### config.mk
export PLATFORM = sky130hd
export DESIGN_NAME = ball_ctrl_sequencer
export DESIGN_NICKNAME = d
export VERILOG_FILES = /design/src/rtl/ball_ctrl_pkg.sv /design/src/rtl/ball_ctrl_sequencer_mult.sv /design/src/rtl/ball_ctrl_sequencer.sv
export SDC_FILE = /design/constraint.sdc
export NUM_CORES = 1
export LEC_CHECK = 0
export CORE_ASPECT_RATIO = 1.5
export CORE_UTILIZATION = 39
export CTS_BUF_LIST = sky130_fd_sc_hd__clkbuf_8
export DETAILED_ROUTE_END_ITERATION = 12
export GPL_TIMING_DRIVEN = 0
export MAX_ROUTING_LAYER = met4
export SKIP_LAST_GASP = 1
export SYNTH_ARGS = -nofsm -noshare
export SYNTH_HDL_FRONTEND = slang
export SYNTH_SLANG_ARGS = --single-unit
### constraint.sdc
create_clock -name clock -period 7.55 [get_ports clock]
set_input_delay 0.755 -clock clock [delete_from_list [all_inputs] [get_ports clock]]
set_output_delay 0.755 -clock clock [all_outputs]
set_load 0.01 [all_outputs]
### src/rtl/ball_ctrl_pkg.sv
// ball_ctrl_pkg: shared widths, FSM/issue encodings and the fit11 angle narrowing
// used by the ball-balancing plate-angle sequencer.
// Build option: BALL_CTRL_SAT_EN -> fit11 saturates to the 11-bit range;
// undefined (default) -> fit11 keeps the low 11 bits (two's-complement wrap).
package ball_ctrl_pkg;

    localparam int POS_W        = 13;
    localparam int VEL_W        = 14;
    localparam int ANG_W        = 11;
    localparam int PROD_W       = 27;
    localparam int ACC_W        = 30;
    localparam int NUM_PRODUCTS = 6;

    // Sequencer states
    localparam logic [1:0] ST_IDLE  = 2'd0;
    localparam logic [1:0] ST_ISSUE = 2'd1;
    localparam logic [1:0] ST_DRAIN = 2'd2;
    localparam logic [1:0] ST_DONE  = 2'd3;

    // Issue slots, one gain product per cycle
    localparam logic [2:0] IDX_X_POS = 3'd0;
    localparam logic [2:0] IDX_X_VEL = 3'd1;
    localparam logic [2:0] IDX_X_REF = 3'd2;
    localparam logic [2:0] IDX_Y_POS = 3'd3;
    localparam logic [2:0] IDX_Y_VEL = 3'd4;
    localparam logic [2:0] IDX_Y_REF = 3'd5;
    localparam logic [2:0] IDX_LAST  = 3'(NUM_PRODUCTS - 1);

    // Axis tag carried through the multiplier
    localparam logic TAG_X = 1'b0;
    localparam logic TAG_Y = 1'b1;

    // Narrow a shifted/offset accumulator value to a servo angle.
    function automatic logic signed [ANG_W-1:0] fit11(input logic signed [ACC_W:0] v);
`ifdef BALL_CTRL_SAT_EN
        if (v > (ACC_W+1)'(1023)) begin
            return {1'b0, {(ANG_W-1){1'b1}}};
        end else if (v < (ACC_W+1)'(-1024)) begin
            return {1'b1, {(ANG_W-1){1'b0}}};
        end else begin
            return v[ANG_W-1:0];
        end
`else
        return v[ANG_W-1:0];
`endif
    endfunction

endpackage

### src/rtl/ball_ctrl_sequencer_mult.sv
// seq_mult_pipe: signed 14x13 multiplier with MULT_LAT register stages.
// A valid bit and a one-bit axis tag travel alongside each product.
module seq_mult_pipe
    import ball_ctrl_pkg::*;
#(
    parameter int MULT_LAT = 2
) (
    input  logic                     clock,
    input  logic                     reset,
    input  logic                     in_valid,
    input  logic                     in_tag,
    input  logic signed [VEL_W-1:0]  in_a,
    input  logic signed [POS_W-1:0]  in_b,
    output logic                     out_valid,
    output logic                     out_tag,
    output logic signed [PROD_W-1:0] out_prod
);

    logic signed [PROD_W-1:0] prod_d [MULT_LAT];
    logic signed [PROD_W-1:0] prod_q [MULT_LAT];
    logic [MULT_LAT-1:0]      vld_d, vld_q;
    logic [MULT_LAT-1:0]      tag_d, tag_q;

    // Stage 0 takes the fresh product; later stages shift the pipeline along.
    always_comb begin
        prod_d    = '{default: '0};
        vld_d     = '0;
        tag_d     = '0;
        prod_d[0] = PROD_W'(in_a) * PROD_W'(in_b);
        vld_d[0]  = in_valid;
        tag_d[0]  = in_tag;
        for (int unsigned i = 1; i < MULT_LAT; i++) begin
            prod_d[i] = prod_q[i-1];
            vld_d[i]  = vld_q[i-1];
            tag_d[i]  = tag_q[i-1];
        end
    end

    // Pipeline registers; reset flushes in-flight products.
    always_ff @(posedge clock or posedge reset) begin
        if (reset) begin
            prod_q <= '{default: '0};
            vld_q  <= '0;
            tag_q  <= '0;
        end else begin
            prod_q <= prod_d;
            vld_q  <= vld_d;
            tag_q  <= tag_d;
        end
    end

    assign out_valid = vld_q[MULT_LAT-1];
    assign out_tag   = tag_q[MULT_LAT-1];
    assign out_prod  = prod_q[MULT_LAT-1];

endmodule

### src/rtl/ball_ctrl_sequencer.sv
// ball_ctrl_sequencer: per-sample LQR plate-angle update for X and Y, sharing
// one pipelined multiplier over six gain products, then shift, offset and
// narrow each axis sum into a registered servo angle.
// Build option: BALL_CTRL_SAT_EN selects saturating angle narrowing.
module ball_ctrl_sequencer
    import ball_ctrl_pkg::*;
#(
    parameter logic signed [POS_W-1:0] K_POS        = 13'sd326,
    parameter logic signed [POS_W-1:0] K_VEL        = 13'sd326,
    parameter logic signed [POS_W-1:0] K_REF        = 13'sd326,
    parameter int                      SHIFT        = 10,
    parameter int                      ANGLE_OFFSET = 85,
    parameter int                      MULT_LAT     = 2
) (
    input  logic                    clock,
    input  logic                    reset,
    input  logic                    sample_tick,
    input  logic signed [POS_W-1:0] desired_x,
    input  logic signed [POS_W-1:0] desired_y,
    input  logic signed [POS_W-1:0] actual_x,
    input  logic signed [POS_W-1:0] actual_y,
    output logic                    busy,
    output logic signed [ANG_W-1:0] angle_x,
    output logic signed [ANG_W-1:0] angle_y,
    output logic                    angle_valid,
    output logic                    overrun
);

    localparam logic signed [ACC_W:0]   OFFSET_EXT  = (ACC_W+1)'(ANGLE_OFFSET);
    localparam logic signed [ANG_W-1:0] RESET_ANGLE = fit11(OFFSET_EXT);
    localparam logic [7:0]              DRAIN_LAST  = 8'(MULT_LAT - 1);

    logic [1:0]               state_q, state_d;
    logic [2:0]               idx_q, idx_d;
    logic [7:0]               drain_q, drain_d;
    logic                     busy_q, busy_d;
    logic                     valid_q, valid_d;
    logic                     overrun_q, overrun_d;
    logic                     primed_q, primed_d;
    logic signed [POS_W-1:0]  prev_x_q, prev_x_d, prev_y_q, prev_y_d;
    logic signed [POS_W-1:0]  act_x_q, act_x_d, act_y_q, act_y_d;
    logic signed [POS_W-1:0]  des_x_q, des_x_d, des_y_q, des_y_d;
    logic signed [VEL_W-1:0]  dlt_x_q, dlt_x_d, dlt_y_q, dlt_y_d;
    logic signed [VEL_W-1:0]  dlt_x_new, dlt_y_new;
    logic signed [ACC_W-1:0]  acc_x_q, acc_x_d, acc_y_q, acc_y_d;
    logic signed [ACC_W:0]    ext_x, ext_y, sum_x, sum_y;
    logic signed [ANG_W-1:0]  angle_x_q, angle_x_d, angle_y_q, angle_y_d;

    logic                     mult_in_valid, mult_in_tag;
    logic signed [VEL_W-1:0]  mult_a;
    logic signed [POS_W-1:0]  mult_b;
    logic                     mult_out_valid, mult_out_tag;
    logic signed [PROD_W-1:0] mult_out_prod;

    // Velocity terms for a tick; zero until a previous sample exists.
    always_comb begin
        dlt_x_new = '0;
        dlt_y_new = '0;
        if (primed_q) begin
            dlt_x_new = VEL_W'(actual_x) - VEL_W'(prev_x_q);
            dlt_y_new = VEL_W'(actual_y) - VEL_W'(prev_y_q);
        end
    end

    // Sequencer: accept tick, walk the six issue slots, drain, publish angles.
    always_comb begin
        state_d   = state_q;
        idx_d     = idx_q;
        drain_d   = drain_q;
        busy_d    = busy_q;
        valid_d   = 1'b0;
        primed_d  = primed_q;
        prev_x_d  = prev_x_q;
        prev_y_d  = prev_y_q;
        act_x_d   = act_x_q;
        act_y_d   = act_y_q;
        des_x_d   = des_x_q;
        des_y_d   = des_y_q;
        dlt_x_d   = dlt_x_q;
        dlt_y_d   = dlt_y_q;
        angle_x_d = angle_x_q;
        angle_y_d = angle_y_q;
        overrun_d = overrun_q | (sample_tick & busy_q);
        case (state_q)
            ST_IDLE: begin
                if (sample_tick) begin
                    state_d  = ST_ISSUE;
                    idx_d    = IDX_X_POS;
                    busy_d   = 1'b1;
                    primed_d = 1'b1;
                    prev_x_d = actual_x;
                    prev_y_d = actual_y;
                    act_x_d  = actual_x;
                    act_y_d  = actual_y;
                    des_x_d  = desired_x;
                    des_y_d  = desired_y;
                    dlt_x_d  = dlt_x_new;
                    dlt_y_d  = dlt_y_new;
                end
            end
            ST_ISSUE: begin
                if (idx_q == IDX_LAST) begin
                    state_d = ST_DRAIN;
                    drain_d = '0;
                end else begin
                    idx_d = idx_q + 3'd1;
                end
            end
            ST_DRAIN: begin
                if (drain_q == DRAIN_LAST) begin
                    state_d = ST_DONE;
                end else begin
                    drain_d = drain_q + 8'd1;
                end
            end
            ST_DONE: begin
                state_d   = ST_IDLE;
                busy_d    = 1'b0;
                valid_d   = 1'b1;
                angle_x_d = fit11(sum_x);
                angle_y_d = fit11(sum_y);
            end
            default: state_d = ST_IDLE;
        endcase
    end

    // Operand selection for the shared multiplier during ISSUE.
    always_comb begin
        mult_in_valid = 1'b0;
        mult_in_tag   = TAG_X;
        mult_a        = '0;
        mult_b        = '0;
        if (state_q == ST_ISSUE) begin
            mult_in_valid = 1'b1;
            case (idx_q)
                IDX_X_POS: begin mult_a = VEL_W'(act_x_q); mult_b = K_POS; mult_in_tag = TAG_X; end
                IDX_X_VEL: begin mult_a = dlt_x_q;         mult_b = K_VEL; mult_in_tag = TAG_X; end
                IDX_X_REF: begin mult_a = VEL_W'(des_x_q); mult_b = K_REF; mult_in_tag = TAG_X; end
                IDX_Y_POS: begin mult_a = VEL_W'(act_y_q); mult_b = K_POS; mult_in_tag = TAG_Y; end
                IDX_Y_VEL: begin mult_a = dlt_y_q;         mult_b = K_VEL; mult_in_tag = TAG_Y; end
                IDX_Y_REF: begin mult_a = VEL_W'(des_y_q); mult_b = K_REF; mult_in_tag = TAG_Y; end
                default:   mult_in_valid = 1'b0;
            endcase
        end
    end

    // Per-axis accumulation of emerging products; cleared when a tick is taken.
    always_comb begin
        acc_x_d = acc_x_q;
        acc_y_d = acc_y_q;
        if (mult_out_valid) begin
            if (mult_out_tag == TAG_X) begin
                acc_x_d = acc_x_q + ACC_W'(mult_out_prod);
            end else begin
                acc_y_d = acc_y_q + ACC_W'(mult_out_prod);
            end
        end
        if ((state_q == ST_IDLE) && sample_tick) begin
            acc_x_d = '0;
            acc_y_d = '0;
        end
    end

    // Floor-scale each accumulator and add the level-plate offset.
    always_comb begin
        ext_x = {acc_x_q[ACC_W-1], acc_x_q};
        ext_y = {acc_y_q[ACC_W-1], acc_y_q};
        sum_x = (ext_x >>> SHIFT) + OFFSET_EXT;
        sum_y = (ext_y >>> SHIFT) + OFFSET_EXT;
    end

    seq_mult_pipe #(
        .MULT_LAT(MULT_LAT)
    ) u_mult (
        .clock    (clock),
        .reset    (reset),
        .in_valid (mult_in_valid),
        .in_tag   (mult_in_tag),
        .in_a     (mult_a),
        .in_b     (mult_b),
        .out_valid(mult_out_valid),
        .out_tag  (mult_out_tag),
        .out_prod (mult_out_prod)
    );

    // State and datapath registers.
    always_ff @(posedge clock or posedge reset) begin
        if (reset) begin
            state_q   <= ST_IDLE;
            idx_q     <= '0;
            drain_q   <= '0;
            busy_q    <= 1'b0;
            valid_q   <= 1'b0;
            overrun_q <= 1'b0;
            primed_q  <= 1'b0;
            prev_x_q  <= '0;
            prev_y_q  <= '0;
            act_x_q   <= '0;
            act_y_q   <= '0;
            des_x_q   <= '0;
            des_y_q   <= '0;
            dlt_x_q   <= '0;
            dlt_y_q   <= '0;
            acc_x_q   <= '0;
            acc_y_q   <= '0;
            angle_x_q <= RESET_ANGLE;
            angle_y_q <= RESET_ANGLE;
        end else begin
            state_q   <= state_d;
            idx_q     <= idx_d;
            drain_q   <= drain_d;
            busy_q    <= busy_d;
            valid_q   <= valid_d;
            overrun_q <= overrun_d;
            primed_q  <= primed_d;
            prev_x_q  <= prev_x_d;
            prev_y_q  <= prev_y_d;
            act_x_q   <= act_x_d;
            act_y_q   <= act_y_d;
            des_x_q   <= des_x_d;
            des_y_q   <= des_y_d;
            dlt_x_q   <= dlt_x_d;
            dlt_y_q   <= dlt_y_d;
            acc_x_q   <= acc_x_d;
            acc_y_q   <= acc_y_d;
            angle_x_q <= angle_x_d;
            angle_y_q <= angle_y_d;
        end
    end

    assign busy        = busy_q;
    assign angle_valid = valid_q;
    assign overrun     = overrun_q;
    assign angle_x     = angle_x_q;
    assign angle_y     = angle_y_q;

endmodule

==> flow_metrics.py, run 1 <==
metrics = {
    "global_route": {
        "grt_antenna_before_repair": 0,
        "grt_start_max_net_pins": 115,
        "track_usage": 0.221,
        "grt_overflow": 0,
        "grt_pass1_wl_um": 55800,
        "grt_pass1_vias": 10716,
    },
    "worst_setup_path": {
        "worst-r2r-setup-slack_ps": 550,
        "worstPathArrival_ps": 7450,
        "end_kind": "flop",
        "r2r-end": "u_mult.prod_d[20]",
        "rr_startpoint": "idx_q[2]",
        "crit_type": "flop to flop",
        "cp.required_ps": 8010,
        "r2r_cells": 21,
        "start_kind": "flop",
        "critical_path_peak_fanout": 19,
    },
    "placed_design": {
        "dp_hpwl_um": 26300,
        "gp_congestion": 0.924,
        "port_buffers": 79,
    },
    "clock_tree": {
        "htree_levels": 2,
        "path_clk_slew_ps": 60,
        "clock_latency_ps": 550,
        "post_cts_buffers": 0,
        "cts_tree": "yes",
        "holdBufCountCts": 0,
        "cts_buffer_depth": 3,
        "cts.sinks": 203,
        "numCtsBuffers": 35,
        "root_buffer": "clkbuf_8",
    },
    "sta": {
        "clock-skew-final_ps": 21.4,
        "drv_slew": 0,
        "rsz0062_at_grt": "false",
        "tns_ps": 0,
        "slew_headroom": 0.335,
        "final_hold_viol_count": 0,
        "max_freq_mhz": 143,
        "tightest_slew_ps": 998,
        "finalCriticalPeriod_ps": 7000,
        "period_share": 0.927,
        "setup_violations": 0,
    },
    "synth": {
        "ys_ff_latch": 203,
        "synthCells": 1369,
        "synth.distinct_cells": 67,
        "synth_top_area_share": 0.377,
        "ys.flop_type": "dfrtp_1",
        "netlist_area_um2": 12900,
        "syn-num-nets": 1602,
        "synth-seq-area-share": 0.393,
        "synth_area_per_cell_um2": 9.46,
        "yosysWarnings": 0,
        "synthArstFlopShare": 1.00,
        "yosys.area.top_type": "dfrtp_1",
        "synth_edf_count": 0,
        "synth.area.top_cells": "dfrtp_1, ha_1, nand2_1, o21ai_0, fa_1",
    },
    "status": {
        "status": "finished clean",
    },
    "route": {
        "vias": 10385,
        "drc": 0,
        "via_per_inst": 5.41,
        "wl_per_cell_um": 18.0,
        "finalWirelength_um": 34500,
        "drt_iter0_markers": 547,
        "drtPass1Iterations": 6,
        "antenna_left": 0,
    },
    "floorplan": {
        "die_w_um": 151,
        "core_region_area_um2": 32600,
        "die_area_um2": 33900,
        "die_h_um": 225,
        "io_pins": 80,
        "start_util": 0.397,
        "rows": 81,
    },
    "run": {
        "cap_viol_max_count": 0,
    },
    "pwr": {
        "total_power_w": 0.00620,
        "p_per_area_nw_per_um2": 413,
        "ir_worst_vdd_uv": 168,
        "p_leak_nw": 7.36,
    },
    "finish": {
        "diodes": 0,
        "layout-drive-gt1-share": 0.0598,
        "final_cell_mix": "nand2_1, dfrtp_1, ha_1",
        "area_growth_pct": 16.0,
        "final_common_cell": "nand2_1",
        "finish.utilization": 0.460,
        "final_nets": 1718,
    },
    "min_path": {
        "hold_path_end": "u_mult.out_prod[4]",
        "worstHoldPathType": "flop to flop",
        "hold-path-cell-count": 0,
        "worstHoldStart": "u_mult.prod_d[4]",
    },
}
[critical path, cell delays in order, from the launching register on]
cell and delay [ps]:
dfrtp_1 370, clkbuf_2 300, buf_2 460, inv_1 150, ha_1 390, o41ai_4 520, clkbuf_1 410, nor2_1 220
ha_1 340, ha_1 300, ha_1 300, fa_1 480, ha_1 350, fa_1 470, a21oi_1 200, o21ai_0 160
a2111oi_0 660, o31ai_1 220, o21ai_0 200, nand2b_1 70, a21oi_1 180, xnor2_1 130
[cell type report]
type | instances | area [um^2]
fillers | 3154 | 17600
multi-input cells | 1029 | 7350
flip-flops and latches | 203 | 5090
repair buffers | 80 | 818
clock buffers | 41 | 564
well taps | 415 | 519
inverters | 89 | 342
plain buffers | 47 | 188
clock inverters | 17 | 150
[how the worst max path moves through the flow]
| stage | cells past startpoint | start | end |
|---|---|---|---|
| floorplan | 1 | reset | acc_x_q[10] |
| global placement | 2 | reset | drain_q[5] |
| detailed placement | 22 | idx_q[2] | u_mult.prod_d[20] |
| CTS | 21 | idx_q[2] | u_mult.prod_d[20] |
| global route | 21 | idx_q[2] | u_mult.prod_d[20] |
| finish | 21 | idx_q[2] | u_mult.prod_d[20] |
[through the flow]
stage | std cells | instance area [um^2] | hold slack (ps) | setup WS, ps
2_1_floorplan | 1369 | 12900 | 331 | 1270
5_1_grt | 1921 | 15000 | 328 | 67.4
6_report | 1921 | 15000 | 339 | 550
4_1_cts | 1921 | 15000 | 331 | 151
3_5_place_dp | 1864 | 14300 | 335 | -740
3_3_place_gp | 1863 | 14300 | 332 | -1680
[routing by layer]
| metal | part of all wire | vias up | GRT usage |
|---|---|---|---|
| met4 | 0.070 | 0 | 0.135 |
| met5 | 0 | - | - |
| met1 | 0.37 | 4970 | 0.227 |
| met3 | 0.038 | 106 | 0.0298 |
| li1 | - | 5041 | - |
| met2 | 0.52 | 268 | 0.395 |
[logic make-up (layout without fill, tap and decap cells)]
family,count (synthesis),after routing,synth area share
AO/OA/AOI/OAI,338,338,0.166
buffers and inverters,137,274,0.0404
adder cells (fa/ha/maj),178,178,0.186
AND/OR/NAND/NOR,408,408,0.139
flip-flops,203,203,0.393
XOR/XNOR,80,80,0.0541
multiplexers,25,25,0.0214
[registers in the layout, indices dropped and copies added, names as in the netlist, 3 cells and up]
| name | cells |
|---|---|
| acc_x_q | 20 |
| acc_y_q | 20 |
| drain_q | 8 |
| des_x_q | 13 |
| angle_y | 11 |
| angle_x | 11 |
| des_y_q | 13 |
| dlt_x_q | 14 |
| u_mult.prod_d | 20 |
| act_y_q | 13 |
| dlt_y_q | 14 |
| u_mult.out_prod | 20 |
| act_x_q | 13 |
| idx_q | 3 |
[what timing repair did]
action / 4_1_cts / 5_1_grt
gates resized for setup: 2 / 3
setup endpoints to repair: 6 / 2
cloned: 0 / 0
[power by group]
group          switching [W]  internal (W)
clock               0.000465      0.000594
combinational        0.00191       0.00138
sequential          0.000309       0.00155
total                0.00268       0.00351
[synth_stat cells, types with 3 or more instances]
cell	count
nand2_1	218
nand3_1	19
a21o_1	18
o21a_1	18
o31ai_1	8
a211o_1	4
nor4b_1	3
a22oi_1	7
o211ai_1	7
o311ai_0	3
ha_1	154
nand2b_1	15
a222oi_1	6
mux2_2	21
mux2i_1	4
nand4_1	10
fa_1	24
a22o_1	12
a211oi_1	18
or3_1	10
nor3_1	12
clkbuf_1	41
inv_1	89
o22ai_1	3
buf_1	5
dfrtp_1	195
a221oi_1	12
nor2_1	81
and3_1	4
a31oi_1	6
o21ai_0	107
o21bai_1	4
and2_1	3
xnor2_1	43
nor2b_1	16
nor4_1	5
a21oi_1	82
dfstp_2	8
xor2_1	37
Note: power is estimated with default switching activity, not from simulation.
==> inputs of run 2 (changes only) <==
--- a/config.mk
+++ b/config.mk
@@ -9,8 +9,8 @@
 export CORE_UTILIZATION = 39
 export CTS_BUF_LIST = sky130_fd_sc_hd__clkbuf_8
 export DETAILED_ROUTE_END_ITERATION = 12
-export GPL_TIMING_DRIVEN = 0
 export MAX_ROUTING_LAYER = met4
+export PLACE_DENSITY = 0.64
 export SKIP_LAST_GASP = 1
 export SYNTH_ARGS = -nofsm -noshare
 export SYNTH_HDL_FRONTEND = slang
==> run 2 against run 1 <==
Net effect: register-to-register slack gained 850 ps; fmax rose by 14%; largest cell class unchanged; cell area is 1.4% lower; utilization shrank 0.62 points.
==> flow_metrics.py, run 2 (same netlist as run 1, synthesis figures left out) <==
metrics = {
    "floorplan": {
        "io_pins": 80,
        "die_w_um": 151,
        "die_h_um": 225,
        "core_region_area_um2": 32600,
        "rows": 81,
        "start_util": 0.397,
        "die_area_um2": 33900,
    },
    "clock_tree": {
        "clock_latency_ps": 540,
        "path_clk_slew_ps": 70,
        "cts.sinks": 203,
        "numCtsBuffers": 35,
        "cts_tree": "yes",
        "cts_buffer_depth": 3,
        "holdBufCountCts": 0,
        "htree_levels": 2,
        "root_buffer": "clkbuf_8",
        "cts_resized": 0,
        "post_cts_buffers": 0,
    },
    "placed_design": {
        "placed_cells": 1821,
        "port_buffers": 79,
        "gp_congestion": 0.921,
        "dp_slack_ps": 1420,
        "dp_hpwl_um": 23100,
    },
    "sta": {
        "slew_headroom": 0.283,
        "tns_ps": 0,
        "max_freq_mhz": 163,
        "period_share": 0.815,
        "final_hold_viol_count": 0,
        "tightest_slew_ps": 1070,
        "rsz0062_at_grt": "false",
        "clock-skew-final_ps": 27.5,
        "setup_violations": 0,
        "fin_ws_ps": 1400,
        "drv_slew": 0,
        "finalCriticalPeriod_ps": 6150,
        "whs_ps": 341,
    },
    "global_route": {
        "grt_start_max_net_pins": 138,
        "track_usage": 0.194,
        "grt_pass1_vias": 10113,
        "grt_antenna_before_repair": 0,
        "grt_pass1_wl_um": 50300,
        "grt_overflow": 0,
    },
    "route": {
        "finalWirelength_um": 30400,
        "drc": 0,
        "antenna_left": 0,
        "wl_per_cell_um": 16.1,
        "drtPass1Iterations": 5,
        "vias": 9929,
        "drt_iter0_markers": 438,
        "via_per_inst": 5.28,
    },
    "finish": {
        "final_nets": 1676,
        "final_common_cell": "nand2_1",
        "area_growth_pct": 14.5,
        "diodes": 0,
        "layout-drive-gt1-share": 0.0654,
        "finish.utilization": 0.454,
        "final_cell_mix": "nand2_1, dfrtp_1, ha_1",
        "fin_cells": 1882,
    },
    "pwr": {
        "p_leak_nw": 7.30,
        "p_per_area_nw_per_um2": 406,
        "ir_worst_vdd_uv": 184,
    },
    "status": {
        "status": "finished clean",
    },
    "worst_setup_path": {
        "critical_path_peak_fanout": 14,
        "start_kind": "flop",
        "worstPathArrival_ps": 6590,
        "end_kind": "flop",
        "cp.required_ps": 7990,
        "crit_type": "flop to flop",
    },
    "run": {
        "cap_viol_max_count": 0,
    },
    "min_path": {
        "worstHoldPathType": "flop to flop",
    },
}
run 2: worst paths after layout:
| check | from | end | slack, ps | cells after the start |
|---|---|---|---|---|
| min in group asynchronous | reset | act_x_q[5] | 780 | 2 |
| max in group asynchronous | reset | angle_x[10] | 5310 | 3 |
| worst max register to register | idx_q[0] | u_mult.prod_d[20] | 1400 | 20 |
| worst min-delay path | u_mult.prod_d[15] | u_mult.out_prod[15] | 340 | 0 |
| worst min register to register | u_mult.prod_d[15] | u_mult.out_prod[15] | 340 | 0 |
| worst max-delay path | idx_q[0] | u_mult.prod_d[20] | 1400 | 20 |
run 2: power by group:
group	switching, W	internal (W)
clock	0.000450	0.000534
sequential	0.000366	0.00155
combinational	0.00177	0.00136
run 2: cell type report:
type	count	area [um^2]
fill	3172	17800
multi-input combinational	1029	7340
sequential	203	5090
timing repair buffer	85	836
clock buffer	45	619
tap	415	519
inverter	89	342
clock inverter	16	67.6
run 2: layer usage:
layer | global-route usage | vias to the layer above | wire, um
met5 | - | - | 0
met1 | 0.201 | 4711 | 11800
met3 | 0.0233 | 77 | 895
met4 | 0.0997 | 0 | 1520
met2 | 0.354 | 186 | 16100
li1 | - | 4955 | -
run 2: critical path: stages, from the launching register on:
cell and delay [ps]:
dfrtp_1 410, inv_1 130, ha_1 390, nor2b_1 550
o41ai_2 110, buf_4 220, nor2_1 300, ha_1 310
ha_1 300, ha_1 300, fa_1 480, ha_1 350
fa_1 470, a21oi_1 190, o21ai_0 140, a2111oi_0 620
o31ai_1 210, o21ai_0 200, nand2b_1 70, a21oi_1 180
xnor2_1 140
run 2: metrics by stage:
step                total power [W]  cell area (um^2)
floorplan                   0.00418             12900
global placement            0.00498             14100
detailed placement          0.00504             14100
CTS                         0.00608             14800
global route                0.00660             14800
finish                      0.00602             14800
==> inputs of run 3 (changes only) <==
--- a/config.mk
+++ b/config.mk
@@ -10,7 +10,7 @@
 export CTS_BUF_LIST = sky130_fd_sc_hd__clkbuf_8
 export DETAILED_ROUTE_END_ITERATION = 12
 export MAX_ROUTING_LAYER = met4
-export PLACE_DENSITY = 0.64
+export PLACE_DENSITY = 0.66
 export SKIP_LAST_GASP = 1
 export SYNTH_ARGS = -nofsm -noshare
 export SYNTH_HDL_FRONTEND = slang
==> constraint.sdc (replaced) <==
create_clock -name clock -period 5.3 [get_ports clock]
set_input_delay 0.53 -clock clock [delete_from_list [all_inputs] [get_ports clock]]
set_output_delay 0.53 -clock clock [all_outputs]
set_load 0.01 [all_outputs]
==> run 3 against run 2 <==
Net effect: clock skew is 1.5 ps lower; critical path depth up 2; hold slack got worse by 5.3 ps; clock-buffer cell count down 1; critical endpoint is now u_mult.prod_d[19]; setup slack got worse by 1200 ps.
==> flow_metrics.py, run 3 (same netlist as run 1, synthesis figures left out) <==
metrics = {
    "worst_setup_path": {
        "worst-r2r-setup-slack_ps": 180,
        "rr_startpoint": "idx_q[0]",
        "start_kind": "flop",
        "cpLargestDelayFamily": "adder cells",
        "slowest_delay_ps": 500,
        "r2r-end": "u_mult.prod_d[19]",
        "r2r_cells": 22,
        "cp.required_ps": 5730,
        "worstPathArrival_ps": 5550,
        "cp_cell_sequence": "buf_4 -> ha_4 -> buf_4 -> buf_4 -> a222oi_1 -> o21ai_1 -> a221oi_2 -> nor2_2 -> ha_4 -> ha_4 -> fa_1 -> fa_1 -> ha_1 -> ha_4 -> buf_4 -> nand2_1 -> o21ai_2 -> nand4_1 -> a31oi_2 -> a21o_1 -> a21oi_2 -> xnor2_1",
        "critical_path_peak_fanout": 5,
        "end_kind": "flop",
        "crit_path_top_delay_cell": "fa_1",
        "crit_type": "flop to flop",
        "crit_buf_inv": 4,
        "cp-startpoint": "idx_q[0]",
    },
    "global_route": {
        "track_usage": 0.198,
        "grt_start_max_net_pins": 130,
        "grt_pass1_wl_um": 51300,
        "grt_antenna_before_repair": 0,
        "grt_pass1_vias": 10456,
        "grt_overflow": 0,
    },
    "floorplan": {
        "io_pins": 80,
        "start_util": 0.397,
        "core_region_area_um2": 32600,
        "die_h_um": 225,
        "die_w_um": 151,
        "die_area_um2": 33900,
        "rows": 81,
    },
    "clock_tree": {
        "clock_latency_ps": 550,
        "root_buffer": "clkbuf_8",
        "cts_tree": "yes",
        "holdBufCountCts": 0,
        "numCtsBuffers": 36,
        "htree_levels": 2,
        "cts_buffer_depth": 3,
        "path_clk_slew_ps": 60,
        "cts.sinks": 203,
    },
    "sta": {
        "whs_ps": 335,
        "clock-skew-final_ps": 26.0,
        "fin_ws_ps": 178,
        "max_freq_mhz": 195,
        "final_hold_viol_count": 0,
        "tightest_slew_ps": 1080,
        "tns_ps": 0,
        "finalCriticalPeriod_ps": 5120,
        "drv_slew": 0,
        "setup_violations": 0,
        "period_share": 0.966,
        "slew_headroom": 0.276,
    },
    "pwr": {
        "seqPwrFrac": 0.285,
        "switching_share": 0.418,
        "p_sw_w": 0.00396,
        "p_int_w": 0.00553,
        "p_leak_nw": 7.67,
        "clockPowerShare": 0.167,
        "p_per_area_nw_per_um2": 602,
        "ir_worst_vdd_uv": 324,
        "total_power_w": 0.00949,
        "comb_power_share": 0.548,
    },
    "finish": {
        "finish.utilization": 0.483,
        "layout-drive-gt1-share": 0.136,
        "multi_input_area_um2": 7680,
        "final_common_cell": "nand2_1",
        "final_cell_mix": "nand2_1, dfrtp_1, ha_1",
        "diodes": 0,
        "area_growth_pct": 21.8,
        "final_nets": 1740,
        "final-seq-area_um2": 5090,
        "fillers": 3022,
    },
    "min_path": {
        "hold-path-cell-count": 0,
        "worstHoldStart": "u_mult.prod_d[3]",
        "hold_path_end": "u_mult.out_prod[3]",
        "worstHoldPathType": "flop to flop",
    },
    "placed_design": {
        "dp_hpwl_um": 23800,
        "gp_congestion": 0.902,
        "dp_slack_ps": -192,
        "port_buffers": 79,
    },
    "route": {
        "vias": 10374,
        "antenna_left": 0,
        "finalWirelength_um": 31600,
        "drtPass1Iterations": 4,
        "wl_per_cell_um": 16.2,
        "via_per_inst": 5.33,
        "drt_iter0_markers": 472,
        "drc": 0,
    },
    "run": {
        "cap_viol_max_count": 0,
    },
    "status": {
        "status": "finished clean",
    },
}
[run 3: how the worst max path moves through the flow]
| stage | end | slack [ps] | depth (start not counted) |
|---|---|---|---|
| after floorplan | u_mult.prod_d[20] | -50 | 23 |
| after global placement | u_mult.prod_d[20] | -90 | 21 |
| after detailed placement | u_mult.prod_d[20] | -190 | 22 |
| after CTS | u_mult.prod_d[20] | -5 | 20 |
| after global routing | u_mult.prod_d[20] | -40 | 21 |
| final | u_mult.prod_d[19] | 180 | 22 |
[run 3: metal layers]
layer | GRT usage | up-vias | share of wire
li1 | - | 5079 | -
met4 | 0.0968 | 0 | 0.043
met3 | 0.0291 | 82 | 0.037
met5 | - | - | 0
met1 | 0.206 | 4974 | 0.38
met2 | 0.358 | 239 | 0.54
[run 3: cell type report]
type	instances	share of cell area
sequential	203	0.323
multi-input combinational	1029	0.487
tap	415	0.0329
timing repair buffer	148	0.0862
clock inverter	20	0.0110
inverter	89	0.0214
clock buffer	44	0.0384
[run 3: what timing repair did]
item                                    4_1_cts  5_1_grt
endpoints found under the hold margin         0        0
setup buffers                                 1        7
resized for setup                             7       50
pin swaps                                     2       35
endpoints found under the setup margin        3        6
[run 3: metrics by stage]
step,instances,instance area (um^2)
after floorplan,1369,13000
after global placement,1876,14600
after detailed placement,1876,14600
after CTS,1941,15400
after global routing,1948,15800
final,1948,15800
[run 3: power by group through the flow]
stage          Combinational, W  Sequential [W]  Clock, W
2_1_floorplan           0.00344         0.00254         0
3_3_place_gp            0.00472         0.00271         0
3_5_place_dp            0.00483         0.00272         0
4_1_cts                 0.00489         0.00269   0.00163
5_1_grt                 0.00585         0.00276   0.00170
6_report                0.00520         0.00270   0.00158
